### src/rtl/commit_mem_write_sched_pkg.sv
// Shared types and encodings for the commit-stage memory write scheduler.
//   LSWIDTH_*      : load/store width encodings carried with every write
//   AXI_BRESP_*    : AXI B response codes
//   wr_req_t       : one write request payload (addr/strb/lswidth/data/uncached)
//   slot_state_t   : occupancy of the single registered request slot
package commit_mem_write_sched_pkg;

  localparam logic [1:0] LSWIDTH_BYTE = 2'd0;
  localparam logic [1:0] LSWIDTH_HALF = 2'd1;
  localparam logic [1:0] LSWIDTH_WORD = 2'd2;

  localparam logic [1:0] AXI_BRESP_OKAY   = 2'b00;
  localparam logic [1:0] AXI_BRESP_EXOKAY = 2'b01;
  localparam logic [1:0] AXI_BRESP_SLVERR = 2'b10;
  localparam logic [1:0] AXI_BRESP_DECERR = 2'b11;

  localparam int NUM_REQ = 2;

  typedef struct packed {
    logic [31:0] addr;
    logic [3:0]  strb;
    logic [1:0]  lswidth;
    logic [31:0] data;
    logic        uncached;
  } wr_req_t;

  typedef enum logic {
    SLOT_EMPTY = 1'b0,
    SLOT_FULL  = 1'b1
  } slot_state_t;

  // Anything other than OKAY is reported as a write error; EXOKAY is not
  // expected for plain committed stores and is treated as an error too.
  function automatic logic bresp_is_err(input logic [1:0] resp);
    return resp != AXI_BRESP_OKAY;
  endfunction

endpackage

### src/rtl/commit_mem_write_rr2.sv
// Two-way round-robin arbiter.
//   clk, resetn : clock, async active-low reset
//   valid[1:0]  : per-requester request
//   en          : grants are allowed this cycle
//   grant[1:0]  : one-hot grant (combinational), all-zero when en=0
// The pointer names the favoured requester and moves away from whichever
// requester was granted, so a lone requester never starves the other.
module commit_mem_write_rr2
  import commit_mem_write_sched_pkg::*;
(
  input  logic       clk,
  input  logic       resetn,
  input  logic [1:0] valid,
  input  logic       en,
  output logic [1:0] grant
);

  logic ptr;

  always_comb begin
    grant = 2'b00;
    if (en) begin
      if (valid == 2'b11) grant = ptr ? 2'b10 : 2'b01;
      else                grant = valid;
    end
  end

  always_ff @(posedge clk or negedge resetn) begin
    if (!resetn)       ptr <= 1'b0;
    else if (|grant)   ptr <= grant[0];
  end

endmodule

### src/rtl/commit_mem_write_sched.sv
// Commit-stage memory write scheduler.
// Arbitrates the store-commit path (req0) and the cache-eviction path (req1)
// into one registered slot that feeds the AXI write controller, tracks
// writes still waiting for a B response, and reports drain/error status.
//   clk, resetn               : clock, async active-low reset
//   i_reqN_* / o_reqN_ready   : requester N handshake and payload
//   o_wbmem_*                 : slot contents toward the write controller
//   i_wbmem_en                : controller took the slot this cycle
//   i_axi_bvalid/i_axi_bresp  : B channel observation
//   i_fence                   : stop granting until drained
//   i_err_clr                 : clear sticky error flags
//   o_idle                    : slot empty and nothing outstanding
//   o_bresp_err               : sticky non-OKAY response seen
//   o_cnt_underflow           : sticky B response with nothing outstanding
module commit_mem_write_sched
  import commit_mem_write_sched_pkg::*;
#(
  parameter int MAX_OUTSTANDING = 4,
  parameter int CNT_W           = 4
) (
  input  logic        clk,
  input  logic        resetn,
  input  logic        i_req0_valid,
  output logic        o_req0_ready,
  input  logic [31:0] i_req0_addr,
  input  logic [3:0]  i_req0_strb,
  input  logic [1:0]  i_req0_lswidth,
  input  logic [31:0] i_req0_data,
  input  logic        i_req0_uncached,
  input  logic        i_req1_valid,
  output logic        o_req1_ready,
  input  logic [31:0] i_req1_addr,
  input  logic [3:0]  i_req1_strb,
  input  logic [1:0]  i_req1_lswidth,
  input  logic [31:0] i_req1_data,
  input  logic        i_req1_uncached,
  output logic        o_wbmem_valid,
  output logic [31:0] o_wbmem_addr,
  output logic [3:0]  o_wbmem_strb,
  output logic [1:0]  o_wbmem_lswidth,
  output logic [31:0] o_wbmem_data,
  output logic        o_wbmem_uncached,
  input  logic        i_wbmem_en,
  input  logic        i_axi_bvalid,
  input  logic [1:0]  i_axi_bresp,
  input  logic        i_fence,
  input  logic        i_err_clr,
  output logic        o_idle,
  output logic        o_bresp_err,
  output logic        o_cnt_underflow
);

  localparam logic [CNT_W:0] MAX_OUT = (CNT_W+1)'(MAX_OUTSTANDING);

  slot_state_t      state;
  wr_req_t          slot;
  wr_req_t          req [NUM_REQ];
  logic [1:0]       req_valid;
  logic [1:0]       grant;
  logic [CNT_W-1:0] cnt;
  logic             full;
  logic             grant_ok;
  logic             any_grant;
  logic             accept;
  logic             dec;
  logic             underflow_set;
  logic             err_set;

  assign req[0]    = '{addr: i_req0_addr, strb: i_req0_strb, lswidth: i_req0_lswidth,
                       data: i_req0_data, uncached: i_req0_uncached};
  assign req[1]    = '{addr: i_req1_addr, strb: i_req1_strb, lswidth: i_req1_lswidth,
                       data: i_req1_data, uncached: i_req1_uncached};
  assign req_valid = {i_req1_valid, i_req0_valid};

  assign full   = (state == SLOT_FULL);
  assign accept = full && i_wbmem_en;

  // The slot counts against the cap; a B response arriving this same cycle
  // is deliberately not credited so the check stays off the bvalid path.
  assign grant_ok = (!full || i_wbmem_en) && !i_fence &&
                    (({1'b0, cnt} + (CNT_W+1)'(full)) < MAX_OUT);

  commit_mem_write_rr2 u_rr (
    .clk    (clk),
    .resetn (resetn),
    .valid  (req_valid),
    .en     (grant_ok),
    .grant  (grant)
  );

  assign o_req0_ready = grant[0];
  assign o_req1_ready = grant[1];
  assign any_grant    = |grant;

  // Slot: refilled in the same cycle it is accepted, so back-to-back writes
  // see no bubble. Payload only changes on a grant.
  always_ff @(posedge clk or negedge resetn) begin
    if (!resetn) begin
      state <= SLOT_EMPTY;
      slot  <= '0;
    end else begin
      case (state)
        SLOT_EMPTY: if (any_grant) state <= SLOT_FULL;
        SLOT_FULL:  if (i_wbmem_en && !any_grant) state <= SLOT_EMPTY;
        default:    state <= SLOT_EMPTY;
      endcase
      if (any_grant) slot <= grant[1] ? req[1] : req[0];
    end
  end

  assign o_wbmem_valid    = full;
  assign o_wbmem_addr     = slot.addr;
  assign o_wbmem_strb     = slot.strb;
  assign o_wbmem_lswidth  = slot.lswidth;
  assign o_wbmem_data     = slot.data;
  assign o_wbmem_uncached = slot.uncached;

  // A B response alongside an accept nets to zero even when cnt is 0, so it
  // is not an underflow in that case.
  assign dec           = i_axi_bvalid && ((cnt != '0) || accept);
  assign underflow_set = i_axi_bvalid && (cnt == '0) && !accept;
  assign err_set       = i_axi_bvalid && bresp_is_err(i_axi_bresp);

  always_ff @(posedge clk or negedge resetn) begin
    if (!resetn) begin
      cnt <= '0;
    end else begin
      case ({accept, dec})
        2'b10:   cnt <= cnt + 1'b1;
        2'b01:   cnt <= cnt - 1'b1;
        default: cnt <= cnt;
      endcase
    end
  end

  // Sticky flags: a set in the same cycle as a clear wins.
  always_ff @(posedge clk or negedge resetn) begin
    if (!resetn) begin
      o_bresp_err     <= 1'b0;
      o_cnt_underflow <= 1'b0;
    end else begin
      o_bresp_err     <= err_set       || (o_bresp_err     && !i_err_clr);
      o_cnt_underflow <= underflow_set || (o_cnt_underflow && !i_err_clr);
    end
  end

  assign o_idle = !full && (cnt == '0);

endmodule

### config.mk
export PLATFORM = sky130hd
export DESIGN_NAME = commit_mem_write_sched
export DESIGN_NICKNAME = d
export VERILOG_FILES = /design/src/rtl/commit_mem_write_sched_pkg.sv /design/src/rtl/commit_mem_write_rr2.sv /design/src/rtl/commit_mem_write_sched.sv
export SDC_FILE = /design/constraint.sdc
export NUM_CORES = 1
export LEC_CHECK = 0
export ABC_AREA = 1
export ABC_CLOCK_PERIOD_IN_PS = 3000
export BUFFER_PORTS_ARGS = -buffer_cell sky130_fd_sc_hd__buf_2
export CAP_MARGIN = 0
export CORE_MARGIN = 5
export CORE_UTILIZATION = 47
export CTS_CLUSTER_SIZE = 16
export DETAILED_ROUTE_END_ITERATION = 8
export PLACE_DENSITY = 0.92
export SLEW_MARGIN = 10
export SYNTH_ARGS = -nofsm -noshare
export SYNTH_HDL_FRONTEND = slang
export SYNTH_SLANG_ARGS = --single-unit
### constraint.sdc
create_clock -name clk -period 3 [get_ports clk]
set_clock_uncertainty 0.2 [all_clocks]
set_input_delay 0 -clock clk [delete_from_list [all_inputs] [get_ports clk]]
set_output_delay 0 -clock clk [all_outputs]
set_load 0.05 [all_outputs]
# After elaboration in Yosys (flattened, before gate mapping)
# Cells that the tools add are included.
# totals
ff_bits,79
word_cells,51
inputBits,152
out_inout_bits,77
# classes
n_lt_le_gt_ge,1
n_bitwise,1
reduce_logical,25
eq_ne,3
n_addsub,3
muxes,8
# op_table
op,count
$mux W71,1
$logic_and A1 B1 Y1,11
$pmux W4 S2,1
$mux W2,3
$add A4 B1 Y5,1
$logic_not A1 Y1,5
$lt A5 B3 Y1 const B,1
$add A4 B1 Y4 const B,1
$eq A2 B2 Y1 const B,2
$logic_not A4 Y1,1
$logic_or A1 B1 Y1,4
$reduce_bool A2 Y1,2
$reduce_bool A4 Y1,1
$sub A4 B1 Y4 const B,1
$eq A2 B1 Y1 const B,1
$mux W1,2
$pmux W1 S2,1
$reduce_or A2 Y1,1
$not A1 Y1,1

# Depth between registers and ports, before layout
# depth
word_depth,10
mapped_depth,15
depth_no_buf,15

# Modules after synthesis
# A second synthesis with hierarchy kept.
# unflattened
hier_cells,456
area_unflattened_um2,3708.6
# by_module_without_submodules
mod,n_inst,seq_area_each_um2,cells_per_inst,area_each_um2
commit_mem_write_sched,1,1951.9,445,3644.7
commit_mem_write_rr2,1,25.0,11,63.8

# Least setup slack after synthesis
# Ideal clock, no wire load.
# synth_path
kind,register to register
startpoint,"register state, in the netlist o_wbmem_valid"
endpoint,register cnt[2]
path_stages_with_launch,13
synth_period_minus_slack_ns,2.271
t_arrival_ns,1.944
t_required_ns,2.673
setup_time_ns,0.127
n_path_buf,0
setup_slack_ns,0.729
cell_sequence,dfrtp_1 -> nand2_1 -> nand2_1 -> nand2_1 -> inv_1 -> ha_1 -> nand2_1 -> inv_1 -> nor2_1 -> ha_1 -> a21oi_1 -> xor2_1 -> o21ai_0
# synth_between
elab_chain_cells,5
elab_cells_between_ends,7
classes_between,eq/ne: 2; mux: 1; reduce/logical: 4
# synth_lines
item,line_no,rtl
start: declaration,commit_mem_write_sched.sv:55,slot_state_t state;
start signal: assignment,commit_mem_write_sched.sv:99,state <= SLOT_EMPTY;
start signal: assignment,commit_mem_write_sched.sv:103,SLOT_EMPTY: if (any_grant) state <= SLOT_FULL;
start signal: assignment,commit_mem_write_sched.sv:104,SLOT_FULL: if (i_wbmem_en && !any_grant) state <= SLOT_EMPTY;
$logic_and A1 B1 Y1 *,commit_mem_write_sched.sv:76,assign accept = full && i_wbmem_en;
$logic_or A1 B1 Y1,commit_mem_write_sched.sv:120,assign dec = i_axi_bvalid && ((cnt != '0) || accept);
$logic_and A1 B1 Y1,commit_mem_write_sched.sv:120,
$eq A2 B1 Y1 or $eq A2 B2 Y1 (tied branches),commit_mem_write_sched.sv:128,"case ({accept, dec})"
$pmux W4 S2 or $reduce_bool A2 Y1 (tied branches),-,
end signal: assignment,commit_mem_write_sched.sv:129,2'b10: cnt <= cnt + 1'b1;
end signal: assignment,commit_mem_write_sched.sv:130,2'b01: cnt <= cnt - 1'b1;
end signal: assignment,commit_mem_write_sched.sv:131,default: cnt <= cnt;
end: declaration,commit_mem_write_sched.sv:60,logic [CNT_W-1:0] cnt;
# Mark *: on every way between the ends. The rest lies on a longest branch, timed or not.
# A chain may end at the register's enable or synchronous reset.

# Worst setup path in the final report
# layout_path
startpoint,register cnt[0]
endpoint,"register slot, in the netlist o_wbmem_addr[28]"
# layout_between
elab_chain_cells,5
elab_cells_between_ends,6
classes_between,add/sub: 1; order compare: 1; mux: 2; reduce/logical: 2
# layout_lines
item,line_no,rtl
$add A4 B1 Y5 *,commit_mem_write_sched.sv:81,"(({1'b0, cnt} + (CNT_W+1)'(full)) < MAX_OUT);"
$lt A5 B3 Y1 *,commit_mem_write_sched.sv:81,
$logic_and A1 B1 Y1 *,commit_mem_write_sched.sv:80,assign grant_ok = (!full || i_wbmem_en) && !i_fence &&
$mux W2 *,commit_mem_write_rr2.sv:22,if (en) begin
$mux W71 or $reduce_or A2 Y1 (tied branches),"commit_mem_write_sched.sv:107, commit_mem_write_sched.sv:93",
end signal: assignment,commit_mem_write_sched.sv:107,if (any_grant) slot <= grant[1] ? req[1] : req[0];
end: declaration,commit_mem_write_sched.sv:56,wr_req_t slot;
# Marks and branches as above.

==> results by stage <==
Floorplan:
- The effective utilization at floorplan is between 40% and 50%.
- The standard cell core area is about 9700 sq um.
- Measured along the x axis, the die boundary spans 109 um.
- The number of rows in the core area is 36.
- The floorplan step defined a die boundary enclosing ~12000 sq um.
- The count of pins on the block boundary is approximately 230.
- The die outline height is about 110 um.

Critical path:
- Walking the worst path, the cells encountered are nand3_2, buf_4, nand4_1, nand2_1, dlygate4sd3_1, nand2_1, nand2_1.
- The nature of the critical path startpoint is a register.
- Across all register-to-register paths, the minimum setup slack is ~0.29 ns.
- The largest fanout of any net on the critical path is slightly above 70.
- The most numerous cell type found on the critical path is sky130_fd_sc_hd__nand2_1.
- For the worst flop-to-flop path, the logic depth is 7.
- The required time reported for the critical path endpoint is 3.07 ns.
- The endpoint identified for the worst register-to-register timing path is o_wbmem_addr[28]$_DFFE_PN0P_.
- The kind of end point of the critical path is a register.
- The critical path's slowest cell is sky130_fd_sc_hd__buf_4.
- The worst stage delay on the critical path is around 0.65 ns.
- For the worst setup path, the data arrival time is 2.78 ns.
- By startpoint and endpoint, the worst setup path is classified as register to register.
- The start of the worst register-to-register path is cnt[0]$_DFFE_PN0P_.

Timing:
- In this run the tightest slew margin relative to its limit is between 30 and 40%.
- The max-slew violation count is 0.
- Setup repair after global routing left no endpoint under its margin.
- The ratio of final minimum period to clock period is approximately 90%.
- The number of endpoints with negative hold slack in the final report came to 0.
- On the final layout, the worst hold slack is about 0.15 ns.
- The clock period could shrink to around 2.7 ns.
- Summed over all failing endpoints, the final setup total negative slack is 0 ns.
- The count of endpoints failing setup in the final report is 0.
- The slew at the pin closest to its max-slew limit is around 0.96 ns.
- Derived from the worst setup path, the maximum achievable clock frequency is about 0.37 GHz.

Clock tree:
- Buffers inserted during clock tree synthesis total 9.
- TritonCTS built the clock tree.
- Once the clock tree was built, the setup fixing pass inserted 0 buffers.
- The tree built by TritonCTS fans out to between 70 and 80 sinks.
- The source-to-sink clock delay at the later pin of the worst-skew pair is around 0.33 ns.
- Counting along the longest clock path gives a buffer depth of 2.
- Clock-pin slew was measured on the worst setup and hold paths at around 0.08 ns.
- The cell chosen for the clock root is sky130_fd_sc_hd__clkbuf_8.
- The H-tree was split into 3 levels.

Route:
- The vias after detailed routing is around 5900.
- In this run the remaining antenna-violating nets after routing total 0.
- The number of remaining DRC errors is 0.
- The average detailed-routed wire length per instance is roughly 17 um.
- For this block, the routed nets add up to about 18000 um of wire.
- For this run, the detailed router's first-pass iteration total came to 5.
- The DRC violation total after the first TritonRoute iteration is between 500 and 600.
- The post-detailed-route via-to-cell ratio is around 5.3.

Pwr:
- The maximum resistive drop on vdd is ~0.00069 V.
- Dividing total power by cell area gives a power density of between 900 and 1000 nW/um^2.
- The leakage power total is between 4 and 5 nW.

Placed design:
- The weighted congestion at the end of routability-driven global placement is just over 0.8.
- Detailed placement ended at an HPWL of 8940 um.
- The count of buffers added on input and output ports is about 230.

Worst hold path:
- The path class of the lowest-slack min-delay path is input port to asynchronous set/reset pin.

Synth:
- The synthesized netlist contains 26 unique library cells.
- The synthesized netlist devotes less than 1% of its cell area to adder and majority cells.
- The share of the synthesized area in compound gates (AO/OA/AOI/OAI) is less than 1%.
- The average instance area after synthesis is 7.52 sq um.
- The main combinational cell family by area after synthesis is simple AND/OR/NAND/NOR gates.
- The number of standard cells after synthesis is roughly 610.
- The synthesized design contains just under 80 register bits.
- The simple-gate share of the synthesized area is a little under half.
- For this run, the number of Yosys warnings is 0.
- The proportion of synthesized chip area in sequential cells is between 40 and 50%.
- The proportion of synthesized area in mux cells is 0%.
- The number of nets handed over by synthesis was around 770.
- Summing every instance area after synthesis gives roughly 4600 sq um.
- Summing the areas of all xor and xnor instances in the mapped netlist gives less than 1% of the synthesized area.

Status:
- The flow ran to the end, and the final reports show no timing, DRC or antenna violations.

Run:
- The count of max-cap constraint violations is 0.

Global route:
- The maximum number of pins on one net before global-route repair is 80.
- The initial antenna violation count is 0.
- The first global-routing pass estimated around 29000 um of wire.
- Global routing finished with a remaining overflow of 0.
- The via count of the first global-routing pass was between 6000 and 7000.
- The total routing usage reported by global routing is a little under a third.

Cells and area:
- Compared with the post-synthesis result, the final layout area differs by 60.8%.
- The fraction of layout instances using a drive strength above 1 is about a third.
- The net count of the finished layout is 1120.
-- synthesized netlist by cell type (all sizes together) --
master,count,area (sq um)
o21ai,6,30.0
a21oi,2,10.0
buf,29,268
ha,3,37.5
xnor2,1,8.76
clkbuf,15,56.3
xor2,1,8.76
nor3,1,5.00
nand2,375,1590
nand4,73,457
nor2,6,48.8
inv,15,58.8
nand3,7,57.6
dfrtp,79,1980
-- state kept, by name (all words and copies together) (netlist names) --
| name | count |
|---|---|
| o_wbmem_lswidth | 2 |
| o_bresp_err | 1 |
| o_cnt_underflow | 1 |
| cnt | 4 |
| o_wbmem_uncached | 1 |
| o_wbmem_addr | 32 |
| o_wbmem_data | 32 |
| o_wbmem_strb | 4 |
| o_wbmem_valid | 1 |
| u_rr.ptr | 1 |
-- cell type report --
type | instances | area, sq um
multi-input cells | 475 | 2250
diodes | 1 | 2.50
fillers | 635 | 2270
repair buffers | 385 | 2730
flip-flops and latches | 79 | 1980
clock buffers | 10 | 138
well taps | 133 | 166
inverters | 15 | 58.8
clock inverters | 4 | 95.1
-- layout by cell type, fill, tap and decap left out, types with 3 or more instances in the layout --
cell type / instances
sky130_fd_sc_hd__dlygate4sd3_1: 151
sky130_fd_sc_hd__ha_1: 3
sky130_fd_sc_hd__nand2_1: 304
sky130_fd_sc_hd__buf_4: 5
sky130_fd_sc_hd__nand2_2: 70
sky130_fd_sc_hd__o21ai_0: 5
sky130_fd_sc_hd__buf_2: 227
sky130_fd_sc_hd__dfrtp_1: 79
sky130_fd_sc_hd__nor2_1: 3
sky130_fd_sc_hd__clkbuf_8: 10
sky130_fd_sc_hd__nand3_1: 4
sky130_fd_sc_hd__bufinv_16: 3
sky130_fd_sc_hd__inv_1: 12
sky130_fd_sc_hd__nand4_1: 73
-- timing repair --
action,CTS,global route
resized for setup,0,0
hold endpoints to repair,154,0
endpoints found under the setup margin,0,0
hold buffers,151,0
-- critical path: cells and delay by family (launching register included) --
kind          cells  cell delay (ns)
buf+inv           2             1.27
flops             1             0.48
simple gates      5             0.68
-- through the flow --
| step | setup WS [ns] | utilization, % | instances | cell area (sq um) | total power [mW] |
|---|---|---|---|---|---|
| final | 0.289 | 76.6 | 1102 | 7420 | 7.14 |
| after global routing | 0.174 | 76.6 | 1101 | 7410 | 7.52 |
| after CTS | 0.517 | 76.6 | 1101 | 7410 | 7.00 |
| after detailed placement | 0.781 | 58.5 | 936 | 5670 | 5.73 |
| after global placement | 0.867 | 58.5 | 936 | 5670 | 5.64 |
| after floorplan | 0.729 | - | 613 | 4610 | 4.85 |
-- worst max-delay path by stage --
| stage | startpoint | endpoint | slack [ns] | cells after the start |
|---|---|---|---|---|
| after floorplan | o_wbmem_valid$_DFF_PN0_ | cnt[2]$_DFFE_PN0P_ | 0.73 | 12 |
| after global placement | cnt[0]$_DFFE_PN0P_ | o_wbmem_valid$_DFF_PN0_ | 0.87 | 5 |
| after detailed placement | cnt[2]$_DFFE_PN0P_ | cnt[2]$_DFFE_PN0P_ | 0.78 | 14 |
| after CTS | cnt[0]$_DFFE_PN0P_ | o_wbmem_addr[15]$_DFFE_PN0P_ | 0.52 | 7 |
| after global routing | cnt[0]$_DFFE_PN0P_ | o_wbmem_addr[28]$_DFFE_PN0P_ | 0.17 | 7 |
| final | cnt[0]$_DFFE_PN0P_ | o_wbmem_addr[28]$_DFFE_PN0P_ | 0.29 | 7 |
-- per-layer routing --
metal	GRT usage (%)	vias up	wire length, um
met5	0	-	0
met4	23.0	0	1330
met3	6.99	132	1370
met2	54.7	387	9150
met1	32.6	2702	6520
li1	-	2663	-
-- kinds of logic after synthesis --
kind of cell,after synthesis
buf+inv,59
fa+ha+maj,3
xor+xnor,2
compound gates,8
simple gates,462
flops,79
-- where the power goes --
group / switching (mW) / total, mW / internal (mW)
Clock: 0.362 / 0.928 / 0.566
Sequential: 0.304 / 1.86 / 1.55
Combinational: 3.16 / 4.36 / 1.19
Total: 3.83 / 7.14 / 3.31
Power figures use the tool's default switching activity.
